<file path="config.mk">
export PLATFORM = sky130hd
export DESIGN_NAME = dmem_ctrl
export DESIGN_NICKNAME = d
export VERILOG_FILES = /design/src/rtl/dmem_pkg.sv /design/src/rtl/dmem_lane.sv /design/src/rtl/dmem_ctrl.sv
export SDC_FILE = /design/constraint.sdc
export NUM_CORES = 1
export LEC_CHECK = 0
export BUFFER_PORTS_ARGS = -buffer_cell sky130_fd_sc_hd__buf_2
export CAP_MARGIN = 30
export CORE_AREA = 2 2 134 103
export CTS_CLUSTER_DIAMETER = 60
export DETAILED_ROUTE_END_ITERATION = 16
export DIE_AREA = 0 0 136 105
export PLACE_DENSITY = 0.79
export SLEW_MARGIN = 20
export SYNTH_ARGS = -nofsm -noshare
export SYNTH_HDL_FRONTEND = slang
export SYNTH_SLANG_ARGS = --single-unit
</file>
<file path="constraint.sdc">
create_clock -name clk -period 6.3 [get_ports clk]
set_clock_uncertainty 0.1 [all_clocks]
set_input_delay 1.26 -clock clk [delete_from_list [all_inputs] [get_ports clk]]
set_output_delay 1.26 -clock clk [all_outputs]
set_load 0.1 [all_outputs]
</file>
<file path="src/rtl/dmem_pkg.sv">
// dmem_pkg: shared definitions for the data-memory access unit.
//   - SZ_* : request size encodings carried on req_size
//   - dmem_state_t : controller FSM states
//   - req_is_bad() : alignment / reserved-size check applied at accept
package dmem_pkg;

    localparam logic [1:0] SZ_WORD = 2'b00;
    localparam logic [1:0] SZ_HALF = 2'b01;
    localparam logic [1:0] SZ_BYTE = 2'b10;
    localparam logic [1:0] SZ_RSVD = 2'b11;

    typedef enum logic [2:0] {
        ST_IDLE,
        ST_RD,
        ST_WAIT,
        ST_WR,
        ST_RESP
    } dmem_state_t;

    // True when the request must be answered with an error and no RAM access.
    function automatic logic req_is_bad(input logic [1:0] size, input logic [1:0] off);
        case (size)
            SZ_WORD: return (off != 2'b00);
            SZ_HALF: return off[0];
            SZ_BYTE: return 1'b0;
            SZ_RSVD: return 1'b1;
            default: return 1'b1;
        endcase
    endfunction

endpackage

</file>
<file path="src/rtl/dmem_lane.sv">
// dmem_lane: combinational little-endian lane logic.
//   size, sign_ext, offset : captured request attributes
//   rdata      : word read from RAM
//   wdata      : store data (byte/half taken from the low bits)
//   load_data  : selected lane, sign- or zero-extended to 32 bits
//   merge_data : rdata with the store lane replaced by wdata (word size: wdata)
module dmem_lane
    import dmem_pkg::*;
(
    input  logic [1:0]  size,
    input  logic        sign_ext,
    input  logic [1:0]  offset,
    input  logic [31:0] rdata,
    input  logic [31:0] wdata,
    output logic [31:0] load_data,
    output logic [31:0] merge_data
);

    logic [7:0]  byte_sel;
    logic [15:0] half_sel;

    always_comb begin
        byte_sel   = rdata[{offset, 3'b000} +: 8];
        half_sel   = offset[1] ? rdata[31:16] : rdata[15:0];
        load_data  = rdata;
        merge_data = wdata;
        case (size)
            SZ_BYTE: begin
                load_data  = {{24{sign_ext & byte_sel[7]}}, byte_sel};
                merge_data = rdata;
                merge_data[{offset, 3'b000} +: 8] = wdata[7:0];
            end
            SZ_HALF: begin
                // Alignment was checked at accept, so only offset[1] matters.
                load_data  = {{16{sign_ext & half_sel[15]}}, half_sel};
                merge_data = rdata;
                if (offset[1]) merge_data[31:16] = wdata[15:0];
                else           merge_data[15:0]  = wdata[15:0];
            end
            default: begin
                load_data  = rdata;
                merge_data = wdata;
            end
        endcase
    end

endmodule

</file>
<file path="src/rtl/dmem_ctrl.sv">
// dmem_ctrl: single-outstanding load/store unit in front of a word-wide
// synchronous RAM (1-cycle read latency). Sub-word stores use read-modify-write.
//   clk, rst (async, active-low)
//   req_*      : CPU request (valid/ready handshake, accepted in IDLE only)
//   resp_*     : one-cycle completion pulse, error flag, held load data
//   ram_*      : RAM port; driven only from FSM state and captured registers
module dmem_ctrl
    import dmem_pkg::*;
#(
    parameter int ADDR_W = 11
) (
    input  logic              clk,
    input  logic              rst,
    input  logic              req_valid,
    input  logic              req_we,
    input  logic [1:0]        req_size,
    input  logic              req_signed,
    input  logic [31:0]       req_addr,
    input  logic [31:0]       req_wdata,
    output logic              req_ready,
    output logic              resp_valid,
    output logic [31:0]       resp_rdata,
    output logic              resp_err,
    output logic              ram_en,
    output logic              ram_we,
    output logic [ADDR_W-1:0] ram_addr,
    output logic [31:0]       ram_wdata,
    input  logic [31:0]       ram_rdata
);

    dmem_state_t state, state_nxt;

    logic              we_q;
    logic [1:0]        size_q;
    logic              signed_q;
    logic [1:0]        off_q;
    logic [ADDR_W-1:0] waddr_q;
    logic [31:0]       wdata_q;
    logic              err_q;
    logic [31:0]       merge_q;
    logic [31:0]       rdata_q;

    logic [31:0] lane_load;
    logic [31:0] lane_merge;
    logic        accept;
    logic        bad_req;

    // Address bits above the RAM size wrap by design.
    logic unused_addr_bits;
    assign unused_addr_bits = ^req_addr[31:ADDR_W+2];

    assign accept  = (state == ST_IDLE) && req_valid;
    assign bad_req = req_is_bad(req_size, req_addr[1:0]);

    // NOTE: sequential state uses non-blocking assignments so every register
    // samples pre-edge values regardless of block ordering.
    always_ff @(posedge clk or negedge rst) begin
        if (!rst) state <= ST_IDLE;
        else      state <= state_nxt;
    end

    // NOTE: every output of this block gets a default first, so no path
    // through the case can leave one unassigned and infer a latch.
    always_comb begin
        state_nxt  = state;
        req_ready  = 1'b0;
        resp_valid = 1'b0;
        resp_err   = 1'b0;
        ram_en     = 1'b0;
        ram_we     = 1'b0;
        case (state)
            ST_IDLE: begin
                req_ready = 1'b1;
                if (req_valid) begin
                    if (bad_req)                            state_nxt = ST_RESP;
                    else if (req_we && req_size == SZ_WORD) state_nxt = ST_WR;
                    else                                    state_nxt = ST_RD;
                end
            end
            ST_RD: begin
                ram_en    = 1'b1;
                state_nxt = ST_WAIT;
            end
            ST_WAIT: begin
                state_nxt = we_q ? ST_WR : ST_RESP;
            end
            ST_WR: begin
                ram_en    = 1'b1;
                ram_we    = 1'b1;
                state_nxt = ST_RESP;
            end
            ST_RESP: begin
                resp_valid = 1'b1;
                resp_err   = err_q;
                state_nxt  = ST_IDLE;
            end
            default: state_nxt = ST_IDLE;
        endcase
    end

    // NOTE: the data registers (not a memory array) are reset so that outputs
    // derived from them read 0 after reset and an abandoned RMW leaves nothing behind.
    always_ff @(posedge clk or negedge rst) begin
        if (!rst) begin
            we_q     <= 1'b0;
            size_q   <= SZ_WORD;
            signed_q <= 1'b0;
            off_q    <= 2'b00;
            waddr_q  <= '0;
            wdata_q  <= '0;
            err_q    <= 1'b0;
            merge_q  <= '0;
            rdata_q  <= '0;
        end else begin
            if (accept) begin
                we_q     <= req_we;
                size_q   <= req_size;
                signed_q <= req_signed;
                off_q    <= req_addr[1:0];
                waddr_q  <= req_addr[ADDR_W+1:2];
                wdata_q  <= req_wdata;
                err_q    <= bad_req;
            end
            // ram_rdata is valid in WAIT; loads update the held result,
            // sub-word stores build the word to write back.
            if (state == ST_WAIT) begin
                if (we_q) merge_q <= lane_merge;
                else      rdata_q <= lane_load;
            end
        end
    end

    dmem_lane u_lane (
        .size       (size_q),
        .sign_ext   (signed_q),
        .offset     (off_q),
        .rdata      (ram_rdata),
        .wdata      (wdata_q),
        .load_data  (lane_load),
        .merge_data (lane_merge)
    );

    assign ram_addr   = waddr_q;
    assign ram_wdata  = (size_q == SZ_WORD) ? wdata_q : merge_q;
    assign resp_rdata = rdata_q;

endmodule

</file>
==> metrics.md <==
| Metric | Value |
|---|---|
| Yosys cell types | `44` |
| H-Tree Depth | `4` |
| FFs w/ async S/R, synth | `1.00` |
| Most common cell after layout, fill and taps aside | `nand2_1` |
| Number of post-CTS setup repair buffers | `0` |
| EDFF count, synth | `0` |
| Post-synthesis cell count | `between 700 and 800` |
| First-pass GRT wire length | `a little over 30 mm` |
| Area leader, netlist | `dfrtp_1` |
| Vias | `around 6000` |
| CTS tree | `done` |
| CP Launch Type | `flop` |
| Crit path max fanout | `32` |
| Synth-to-Final Area Change | `24.1%` |
| Initial core utilization | `0.492` |
| Overall die height | `around 110 um` |
| Largest family of logic cells by synthesized area | `simple AND/OR/NAND/NOR gates` |
| Endpoint class of the critical path | `primary output` |
| Worst-path clk slew | `around 0.06 ns` |
| Die outline width | `between 100 and 150 um` |
| Max Used Layer | `met4` |
| CP Cell Sequence | `inv_1, ha_1, buf_4, mux2_1, buf_2` |
| Top cells by area, synth | `dfrtp_1 (46%), nand2_1 (11%), mux2_1 (6.0%), nor2_1 (3.6%), a221o_1 (3.3%)` |
| Net count, final | `between 900 and 1000` |
| Data required, critical path | `between 4 and 5 ns` |
| Wire per inst | `roughly 18 um` |
| Hold crit path type | `reg2reg` |
| Worst skew pair latency | `between 0.4 and 0.5 ns` |
| Largest net degree at the start of global routing | `63` |
| Setup TNS | `0 ns` |
| Routed vias/inst | `around 5.8` |
| DRT Wirelength | `19.1 mm` |
| Syn_nets | `between 800 and 900` |
| Drt initial violations | `approximately 460` |
| Antenna diode count | `0` |
| Final hold vios | `0` |
| IO buf count | `163` |
| Final min period | `3.60 ns` |
| CTS root buf | `clkbuf_16` |
| IO Count | `183` |
| Worst-Margin Slew | `0.815 ns` |
| Xor and xnor area share after synthesis | `0` |
| # clock sinks | `approximately 120` |
| Post-route ant nets | `0` |
| RSZ-0062 raised after global routing | `no` |
| Post-cts gate resize count | `0` |
| Max Cap Viol | `0` |
| Max Slew Vio Count | `0` |
| Synth top area share | `0.462` |
| Most frequent cells in the layout | `nand2_1 (179), buf_2 (162), dfrtp_1 (117)` |
| CORE AREA | `approximately 13000 um2` |
| CP Class | `reg2out` |
| Filler cells | `1147` |
| Number of remaining DRC errors | `0` |
| GRT Residual Overflow | `0` |
| # setup viols final | `0` |
| Most used flip-flop cell after synthesis | `dfrtp_1` |
| Clock Path Buffers | `2` |
| TritonRoute pass-1 iters | `5` |
| Hold Buf Count CTS | `0` |
| CTS buffer count | `17` |
| # rows | `36` |
| Post-Synth Adder-Cell Area | `0.0158` |
| Layout cells sized above 1 | `0.262` |
| Arrival time worst endpoint | `roughly 2.2 ns` |
| Syn avg cell area | `around 9.0 um2` |
| Tcrit/Tclk final | `0.571` |
| Compound-cell area share of the yosys netlist | `0.189` |
| Syn. warnings | `0` |
| Post-synthesis simple-gate area fraction | `0.201` |
| Seq/Total Area, Yosys | `0.462` |
| Vias in the first global route | `5565` |
| Relative slew slack | `0.457` |
| Outcome | `complete, no violations` |
| Synthesized flop and latch total | `roughly 120` |
| Overall routing resource usage | `0.275` |
| DIE AREA | `between 10000 and 15000 um2` |
| Max Fclk | `0.278 GHz` |
| Post-Syn Area | `6340 um2` |
| Metal1 wirelength | `roughly 8.6 mm` |
| Routability Congestion | `approximately 0.97` |
| Multiplexer share of the synthesized area | `0.0953` |
| Initial antenna violation count | `0` |
| Worst path max stage delay | `~0.4 ns` |
| CP max stage cell | `mux2_1` |
| Metal2 WL | `approximately 8.5 mm` |
| Met3 routed wirelength | `approximately 1.8 mm` |
| Post-detail-place hpwl | `~13 mm` |
routing by layer:
metal / vias up / GRT usage
met1: 2834 / 0.407
met4: 0 / 0.0893
li1: 2799 / -
met2: 310 / 0.398
met3: 24 / 0.0626
met5: - / 0
per-stage QoR:
stage,hold WS [ns],setup WS (ns),cell area (um2),utilization,cells
finish,0.367,2.70,7870,0.611,1033
global route,0.395,2.64,7870,0.611,1033
CTS,0.371,2.71,7850,0.609,1032
detailed placement,0.359,3.20,7240,0.562,1001
global placement,0.353,3.22,7240,0.562,1001
floorplan,0.341,2.24,6340,-,708
flip-flops by register name, indices dropped and copies added, names as in the netlist:
register    cells
merge_q        32
signed_q        1
wdata_q        32
we_q            1
state           3
err_q           1
off_q           2
resp_rdata     32
size_q          2
ram_addr       11
cell families (layout without fill, tap and decap cells):
logic type | count (synthesis) | in the layout
simple gates | 292 | 292
mux | 54 | 54
flops | 117 | 117
buf+inv | 57 | 211
fa+ha+maj | 8 | 8
compound gates | 180 | 180
worst max-delay path, delay by kind of cell (launching register included):
kind | cells | cell delay (ns)
adder cells (fa/ha/maj) | 1 | 0.18
flip-flops | 1 | 0.38
buffers and inverters | 3 | 0.83
multiplexers | 1 | 0.41
synthesized netlist by cell type (6+ instances only):
master,instances
nand2_1,179
dfrtp_1,117
nor2_1,61
o21ai_1,40
mux2_1,34
a21oi_1,33
clkbuf_1,32
a221o_1,21
a22oi_1,17
mux2_2,17
a31oi_1,16
o21ai_0,16
o31ai_1,13
buf_2,11
nor2b_1,11
a221oi_1,10
nand2b_1,9
or3_1,9
a32oi_1,8
ha_1,8
buf_1,6
inv_1,6
worst paths after layout:
check                                     to  slack, ns  depth (start not counted)         from
worst max-delay path            ram_wdata[4]       2.70                          5    size_q[0]
worst min-delay path             merge_q[17]       0.37                          2  merge_q[17]
worst max register to register    merge_q[0]       3.60                          7    size_q[0]
worst min register to register   merge_q[17]       0.37                          2  merge_q[17]
max in group asynchronous        merge_q[16]       4.02                          2          rst
min in group asynchronous        merge_q[21]       0.84                          1          rst
layout make-up:
type | count | area (um2) | area share
Multi-Input combinational cell | 534 | 3190 | 0.405
Sequential cell | 117 | 2930 | 0.372
Timing Repair Buffer | 173 | 906 | 0.115
Clock buffer | 21 | 450 | 0.0573
Tap cell | 171 | 214 | 0.0272
Clock inverter | 10 | 155 | 0.0197
Inverter | 7 | 26.3 | 0.00334
Power is not shown: default switching activity piles up to over one toggle a cycle in this logic, so the estimate is an artifact.
